===== config.mk =====
export PLATFORM = sky130hd
export DESIGN_NAME = flash_spi_bridge
export DESIGN_NICKNAME = d
export VERILOG_FILES = /design/src/rtl/flash_spi_pkg.sv /design/src/rtl/spi_byte_shifter.sv /design/src/rtl/flash_spi_bridge.sv
export SDC_FILE = /design/constraint.sdc
export NUM_CORES = 1
export LEC_CHECK = 0
export BUFFER_PORTS_ARGS = -buffer_cell sky130_fd_sc_hd__buf_2
export CORE_ASPECT_RATIO = 0.5
export CORE_UTILIZATION = 59
export CTS_CLUSTER_SIZE = 16
export DETAILED_ROUTE_END_ITERATION = 10
export PLACE_DENSITY = 0.79
export SETUP_SLACK_MARGIN = 0.3
export SLEW_MARGIN = 30
export SYNTH_ARGS = -nofsm -noshare
export SYNTH_HDL_FRONTEND = slang
export SYNTH_SLANG_ARGS = --single-unit

===== constraint.sdc =====
create_clock -name clk -period 3.15 [get_ports clk]
set_clock_uncertainty 0.05 [all_clocks]
set_input_delay 0.315 -clock clk [delete_from_list [all_inputs] [get_ports clk]]
set_output_delay 0.315 -clock clk [all_outputs]
set_load 0.01 [all_outputs]

===== src/rtl/flash_spi_pkg.sv =====
// Shared definitions for the SPI NOR program-memory bridge.
//   FLASH_AW     : width of the core-side fetch address
//   SPI_AW       : width of the flash byte address sent on the bus
//   SPI_READ_CMD : standard READ opcode
//   state_e      : sequencing states of the bridge FSM
package flash_spi_pkg;

    localparam int         FLASH_AW     = 12;
    localparam int         SPI_AW       = 24;
    localparam logic [7:0] SPI_READ_CMD = 8'h03;

    typedef enum logic [2:0] {
        GAP   = 3'd0,
        CMD   = 3'd1,
        ADDR  = 3'd2,
        DATA  = 3'd3,
        READY = 3'd4
    } state_e;

endpackage


===== src/rtl/spi_byte_shifter.sv =====
// Mode-0 SPI byte engine: generates SCK and moves one byte out on MOSI and
// one byte in from MISO, MSB first.
//   clk, arst_n : clock, asynchronous active-low reset
//   start       : load tx_byte_i and begin a byte (also legal in the done cycle)
//   tx_byte_i   : byte to transmit
//   miso_i      : serial input, sampled on SCK rising edge
//   done        : one-cycle pulse in the last cycle of a byte
//   rx_byte_o   : received byte, complete while done is high
//   sck_o       : SPI clock, idles low
//   mosi_o      : serial output, 0 while idle
//
// Handshake: start is a single-cycle request accepted unconditionally when
// the engine is idle or in its done cycle; done pulses exactly once per
// accepted start, 16*CLK_DIV cycles after it, and rx_byte_o is valid with it.
module spi_byte_shifter #(
    parameter int CLK_DIV = 2
) (
    input  logic       clk,
    input  logic       arst_n,
    input  logic       start,
    input  logic [7:0] tx_byte_i,
    input  logic       miso_i,
    output logic       done,
    output logic [7:0] rx_byte_o,
    output logic       sck_o,
    output logic       mosi_o
);

    localparam int DIV_W = (CLK_DIV > 1) ? $clog2(CLK_DIV) : 1;
    localparam logic [DIV_W-1:0] DIV_LAST = DIV_W'(CLK_DIV - 1);

    logic             busy_q, busy_d;
    logic             sck_q, sck_d;
    logic [DIV_W-1:0] div_q, div_d;
    logic [2:0]       bit_q, bit_d;
    logic [7:0]       tx_q, tx_d;
    logic [7:0]       rx_q, rx_d;
    logic             phase_end;

    always_comb begin
        phase_end = (div_q == DIV_LAST);
        done      = busy_q && sck_q && phase_end && (bit_q == 3'd7);
        busy_d    = busy_q;
        sck_d     = sck_q;
        div_d     = div_q;
        bit_d     = bit_q;
        tx_d      = tx_q;
        rx_d      = rx_q;
        if (start) begin
            busy_d = 1'b1;
            sck_d  = 1'b0;
            div_d  = '0;
            bit_d  = 3'd0;
            tx_d   = tx_byte_i;
        end else if (busy_q) begin
            if (phase_end) begin
                div_d = '0;
                if (!sck_q) begin
                    // Rising edge: the flash drove this bit on the previous fall.
                    sck_d = 1'b1;
                    rx_d  = {rx_q[6:0], miso_i};
                end else begin
                    // Falling edge: advance MOSI while SCK is low.
                    sck_d = 1'b0;
                    if (bit_q == 3'd7) begin
                        busy_d = 1'b0;
                    end else begin
                        bit_d = bit_q + 3'd1;
                        tx_d  = {tx_q[6:0], 1'b0};
                    end
                end
            end else begin
                div_d = div_q + 1'b1;
            end
        end
    end

    always_ff @(posedge clk or negedge arst_n) begin
        if (!arst_n) begin
            busy_q <= 1'b0;
            sck_q  <= 1'b0;
            div_q  <= '0;
            bit_q  <= 3'd0;
            tx_q   <= 8'h00;
            rx_q   <= 8'h00;
        end else begin
            busy_q <= busy_d;
            sck_q  <= sck_d;
            div_q  <= div_d;
            bit_q  <= bit_d;
            tx_q   <= tx_d;
            rx_q   <= rx_d;
        end
    end

    assign rx_byte_o = rx_q;
    assign sck_o     = sck_q;
    assign mosi_o    = busy_q & tx_q[7];

endmodule


===== src/rtl/flash_spi_bridge.sv =====
// Serves the core's 12-bit program-fetch port from an external SPI NOR flash
// using READ (0x03) in mode 0, streaming consecutive addresses without
// reissuing the command.
//   clk, arst_n  : clock, asynchronous active-low reset
//   flash_addr   : requested byte address (may change any cycle)
//   flash_data   : fetched byte, updated only when a data byte completes
//   flash_ready  : flash_data is valid for the present flash_addr
//   spi_sck      : SPI clock (idle low)
//   spi_cs_n     : chip select, active low
//   spi_mosi     : command/address bits, MSB first
//   spi_miso     : data from flash, sampled directly on SCK rise
//   dbg_state    : current FSM state for observation
module flash_spi_bridge
    import flash_spi_pkg::*;
#(
    parameter int                CLK_DIV   = 2,
    parameter int                CS_GAP    = 2,
    parameter logic [SPI_AW-1:0] BASE_ADDR = 24'h000000
) (
    input  logic                clk,
    input  logic                arst_n,
    input  logic [FLASH_AW-1:0] flash_addr,
    output logic [7:0]          flash_data,
    output logic                flash_ready,
    output logic                spi_sck,
    output logic                spi_cs_n,
    output logic                spi_mosi,
    input  logic                spi_miso,
    output state_e              dbg_state
);

    localparam int GAP_W = (CS_GAP > 0) ? $clog2(CS_GAP + 1) : 1;
    localparam logic [GAP_W-1:0] GAP_LAST = GAP_W'(CS_GAP);

    state_e              state_q, state_d;
    logic [GAP_W-1:0]    gap_cnt_q, gap_cnt_d;
    logic [1:0]          byte_cnt_q, byte_cnt_d;
    logic [FLASH_AW-1:0] cur_addr_q, cur_addr_d;
    logic [7:0]          flash_data_q, flash_data_d;

    logic                sh_start;
    logic [7:0]          sh_tx;
    logic                sh_done;
    logic [7:0]          sh_rx;
    logic [SPI_AW-1:0]   spi_addr;

    // Flash address wraps modulo 2^24.
    assign spi_addr = BASE_ADDR + {{(SPI_AW-FLASH_AW){1'b0}}, cur_addr_q};

    spi_byte_shifter #(
        .CLK_DIV (CLK_DIV)
    ) u_shifter (
        .clk       (clk),
        .arst_n    (arst_n),
        .start     (sh_start),
        .tx_byte_i (sh_tx),
        .miso_i    (spi_miso),
        .done      (sh_done),
        .rx_byte_o (sh_rx),
        .sck_o     (spi_sck),
        .mosi_o    (spi_mosi)
    );

    // Each new byte is started on the edge that enters its state, so bytes
    // run back to back with no idle cycle between them.
    always_comb begin
        state_d      = state_q;
        gap_cnt_d    = gap_cnt_q;
        byte_cnt_d   = byte_cnt_q;
        cur_addr_d   = cur_addr_q;
        flash_data_d = flash_data_q;
        sh_start     = 1'b0;
        sh_tx        = 8'h00;
        unique case (state_q)
            GAP: begin
                if (gap_cnt_q == GAP_LAST) begin
                    gap_cnt_d  = '0;
                    cur_addr_d = flash_addr;
                    sh_start   = 1'b1;
                    sh_tx      = SPI_READ_CMD;
                    state_d    = CMD;
                end else begin
                    gap_cnt_d = gap_cnt_q + 1'b1;
                end
            end
            CMD: begin
                if (sh_done) begin
                    byte_cnt_d = 2'd0;
                    sh_start   = 1'b1;
                    sh_tx      = spi_addr[23:16];
                    state_d    = ADDR;
                end
            end
            ADDR: begin
                if (sh_done) begin
                    sh_start = 1'b1;
                    if (byte_cnt_q == 2'd2) begin
                        sh_tx   = 8'h00;
                        state_d = DATA;
                    end else begin
                        byte_cnt_d = byte_cnt_q + 2'd1;
                        sh_tx      = (byte_cnt_q == 2'd0) ? spi_addr[15:8] : spi_addr[7:0];
                    end
                end
            end
            DATA: begin
                if (sh_done) begin
                    flash_data_d = sh_rx;
                    state_d      = READY;
                end
            end
            READY: begin
                if (flash_addr != cur_addr_q) begin
                    // The flash auto-increments, so only the next address can
                    // be streamed; 0xFFF -> 0x000 is not contiguous in flash.
                    if ((flash_addr == cur_addr_q + 12'd1) && (cur_addr_q != 12'hFFF)) begin
                        cur_addr_d = cur_addr_q + 12'd1;
                        sh_start   = 1'b1;
                        state_d    = DATA;
                    end else begin
                        state_d = GAP;
                    end
                end
            end
            default: state_d = GAP;
        endcase
    end

    always_ff @(posedge clk or negedge arst_n) begin
        if (!arst_n) begin
            state_q      <= GAP;
            gap_cnt_q    <= '0;
            byte_cnt_q   <= 2'd0;
            cur_addr_q   <= '0;
            flash_data_q <= 8'h00;
        end else begin
            state_q      <= state_d;
            gap_cnt_q    <= gap_cnt_d;
            byte_cnt_q   <= byte_cnt_d;
            cur_addr_q   <= cur_addr_d;
            flash_data_q <= flash_data_d;
        end
    end

    // CS follows the registered state, so reset raises it asynchronously.
    assign spi_cs_n    = (state_q == GAP);
    assign flash_ready = (state_q == READY) && (flash_addr == cur_addr_q);
    assign flash_data  = flash_data_q;
    assign dbg_state   = state_q;

endmodule


==> reports/metrics.yaml <==
outcome:
  outcome: "finished, final reports clean"
pwr:
  design_power_total_mw: 1.18
  ir_drop_uv: 217
  p_leak_nw: 1.60
  cellPowerDensity_nw_per_um2: 332
die:
  coreArea_um2: 5000
  dieHeight_um: 53.4
  num_rows: 18
  io_pins: 30
  die_x_um: 105
  fp.dieArea_um2: 5600
  initial_core_util_pct: 62.3
setup_path:
  setup.worst_path.end_class: "flop"
  path_class: "reg2reg"
  critPathArrivalTime_ps: 2940
  startpoint_type: "flop"
  crit_required_ps: 3320
  cp_max_fo: 7
run:
  cap_violations: 0
drt:
  avgRoutedWirePerCell_um: 17.6
  drt_wl_total_mm: 7.60
  ant_nets: 0
  detail_route.iter0.violations: 188
  vias: 2679
  vias_per_cell: 6.20
  drtPass1Iterations: 5
  route.detailed.drc: 0
placed_design:
  dp_hpwl_mm: 5.33
  portBuffers: 29
  place.gp.congestion: 0.878
  placed_area_um2: 3360
  dp_cells: 417
cts:
  clkLatencyLatePin_ps: 310
  cts.sinks: 49
  clkSlewWorstSetupHoldPaths_ps: 100
  cts_tree: "done"
  cts_buffers: 5
  h-tree-depth: 2
  clockBufferDepth: 2
  cts_root_buf: "clkbuf_8"
sta:
  hold_ws_ps: 191
  clock.fmax_mhz: 361
  max-slew-margin-rel_pct: 53.0
  rsz0062_at_grt: "false"
  tightest_slew_ps: 702
  maxSlewViolCount: 0
  setup_violations: 0
  fin_crit_ps: 2770
  finalHoldViolCount: 0
  finalCritPeriodShare_pct: 88.0
  tns_ps: 0
global_routing:
  overflow: 0
  grt_pass1_vias: 2533
  grt_start_max_net_pins: 29
  grt_pass1_wl_mm: 12.0
  antenna_found_initial: 0
  grt_use_total_pct: 28.2
logic_synthesis:
  synth.distinct_cells: 58
  synth_adder_area_share_pct: 2.01
  synthMuxAreaShare_pct: 11.8
  syn_nets: 345
  synth-seq-cells: 49
  synth_edf_count: 0
  synth_compound_area_share_pct: 15.4
  synthesis.area_um2: 3120
  yosysWarnings: 0
  yosys.area_share.simple_pct: 20.6
  ys_seq_area_share_pct: 39.3
  synth_xor_area_share_pct: 6.38
  synthCells: 325
  synth.avg_cell_area_um2: 9.59
  async_flop_share_pct: 100
  synth_ff_type: "dfrtp_1"
  synth_top_family_by_area: "simple AND/OR/NAND/NOR gates"
min_path:
  hold_path_class: "in2reg"
finish:
  final_nets: 382
  syn_to_final_growth_pct: 14.0
  design_area_um2: 3550
  antenna-diode-count: 0
  instances_no_fill: 432
  fillers: 399
  drive_gt1_share_pct: 27.3
## sequential cells by signal (all words and copies together) (netlist names)
register / flops
byte_cnt_q: 2
cur_addr_q: 12
dbg_state: 3
flash_data: 8
gap_cnt_q: 2
u_shifter.bit_q: 3
u_shifter.busy_q: 1
u_shifter.div_q: 1
u_shifter.rx_byte_o: 8
u_shifter.sck_o: 1
u_shifter.tx_q: 8
## final timing paths
check                                          start                            endpoint  slack (ps)  cells past startpoint
hold reg to reg            flash_data[6]$_DFFE_PN0P_           flash_data[6]$_DFFE_PN0P_         460                      1
setup / recovery           cur_addr_q[1]$_DFFE_PN0P_           cur_addr_q[5]$_DFFE_PN0P_         380                      9
hold / removal                              spi_miso  u_shifter.rx_byte_o[0]$_DFFE_PN0P_         190                      2
min in group asynchronous                     arst_n           cur_addr_q[8]$_DFFE_PN0P_         460                      2
setup reg to reg           cur_addr_q[1]$_DFFE_PN0P_           cur_addr_q[5]$_DFFE_PN0P_         380                      9
max in group asynchronous                     arst_n           flash_data[5]$_DFFE_PN0P_        1840                      3
## what timing repair did
item,CTS,global route
endpoints found under the hold margin,21,0
setup endpoints to repair,9,24
hold buffers,1,0
setup buffers,1,6
cloned,0,0
resized for setup,2,5
pin swaps,1,2
## cells in the mapped netlist (2+ instances only)
master    number  area share [%]
dfrtp_1       49              39
nand2_1       26             3.1
nor2_1        24             2.9
mux2_2        21             7.6
o21ai_0       18             2.9
xor2_1        15             4.2
nor3_1        14             2.2
a21oi_1       12             1.9
mux2i_1       12             3.9
nand3_1       11             1.8
clkbuf_1      10             1.2
buf_2          7             1.1
inv_1          7            0.84
or3_1          6             1.2
a21o_1         5             1.2
and2_1         5             1.0
ha_1           5             2.0
nand4_1        5             1.0
xnor2_1        5             1.4
a22oi_1        4            0.96
a311oi_1       4             1.1
and3_1         4            0.80
buf_4          4            0.96
nor3b_1        4            0.96
nor2b_1        3            0.60
nor4_1         3            0.60
o22ai_1        3            0.60
a211oi_1       2            0.48
a31oi_1        2            0.40
nand3b_1       2            0.48
o211ai_1       2            0.48
o22a_1         2            0.56
o31a_1         2            0.56
o32a_1         2            0.64
o32ai_1        2            0.56
## per-layer routing
layer / share of wire [%] / global-route usage (%) / up-vias
met5: 0 / 0 / -
met4: 2.0 / 12.0 / 0
met3: 7.0 / 5.54 / 23
met2: 46 / 46.9 / 110
met1: 45 / 36.7 / 1285
li1: - / - / 1261
## per-stage QoR
step           util [%]  setup WS (ps)
2_1_floorplan         -            368
3_3_place_gp       67.2            314
3_5_place_dp       67.2            228
4_1_cts            69.5            310
5_1_grt            71.0            305
6_report           71.0            379
## report_power, final
group / switching [mW] / leakage [nW] / total (mW) / internal (mW)
Combinational: 0.0779 / 0.955 / 0.138 / 0.0604
Sequential: 0.0223 / 0.608 / 0.664 / 0.642
Clock: 0.222 / 0.0402 / 0.375 / 0.154
## worst max-delay path: stages, from the launching register on
cell and delay, ps:
dfrtp_2 470, ha_4 180, buf_4 150, xor3_1 350, nor3_1 130, a41oi_1 70, o22a_1 330, or3_1 420
or3_1 340, a22oi_1 170
## final cells by class
class | count | area [um2] | area share, %
multi-input cells | 246 | 1770 | 49.9
inverters | 8 | 30.0 | 0.845
well taps | 70 | 87.6 | 2.47
flip-flops and latches | 49 | 1230 | 34.7
repair buffers | 52 | 345 | 9.72
clock buffers | 5 | 68.8 | 1.94
clock inverters | 2 | 16.3 | 0.458
## cells in the final DEF, fill, tap and decap left out, types with 4 or more instances in the layout
master / n
dfrtp_2: 5
nand2_1: 26
mux2_2: 21
ha_1: 4
and2_1: 4
mux2i_1: 12
a311oi_1: 4
dfrtp_1: 44
buf_4: 20
inv_1: 7
a21o_1: 5
nor2_1: 24
clkbuf_8: 5
xnor2_1: 5
buf_2: 29
or3_1: 6
o21ai_0: 18
a21oi_1: 12
nand3_1: 11
xor2_1: 15
nand4_1: 5
nor3_1: 14
and3_1: 4
a22oi_1: 4
## cells by family (layout without fill, tap and decap cells)
logic type / count (synthesis) / in the layout
fa+ha+maj: 5 / 5
xor+xnor: 21 / 21
mux: 34 / 34
flops: 49 / 49
buf+inv: 30 / 67
compound gates: 68 / 68
simple gates: 118 / 118
No activity file was read; power rests on OpenSTA's default activity.
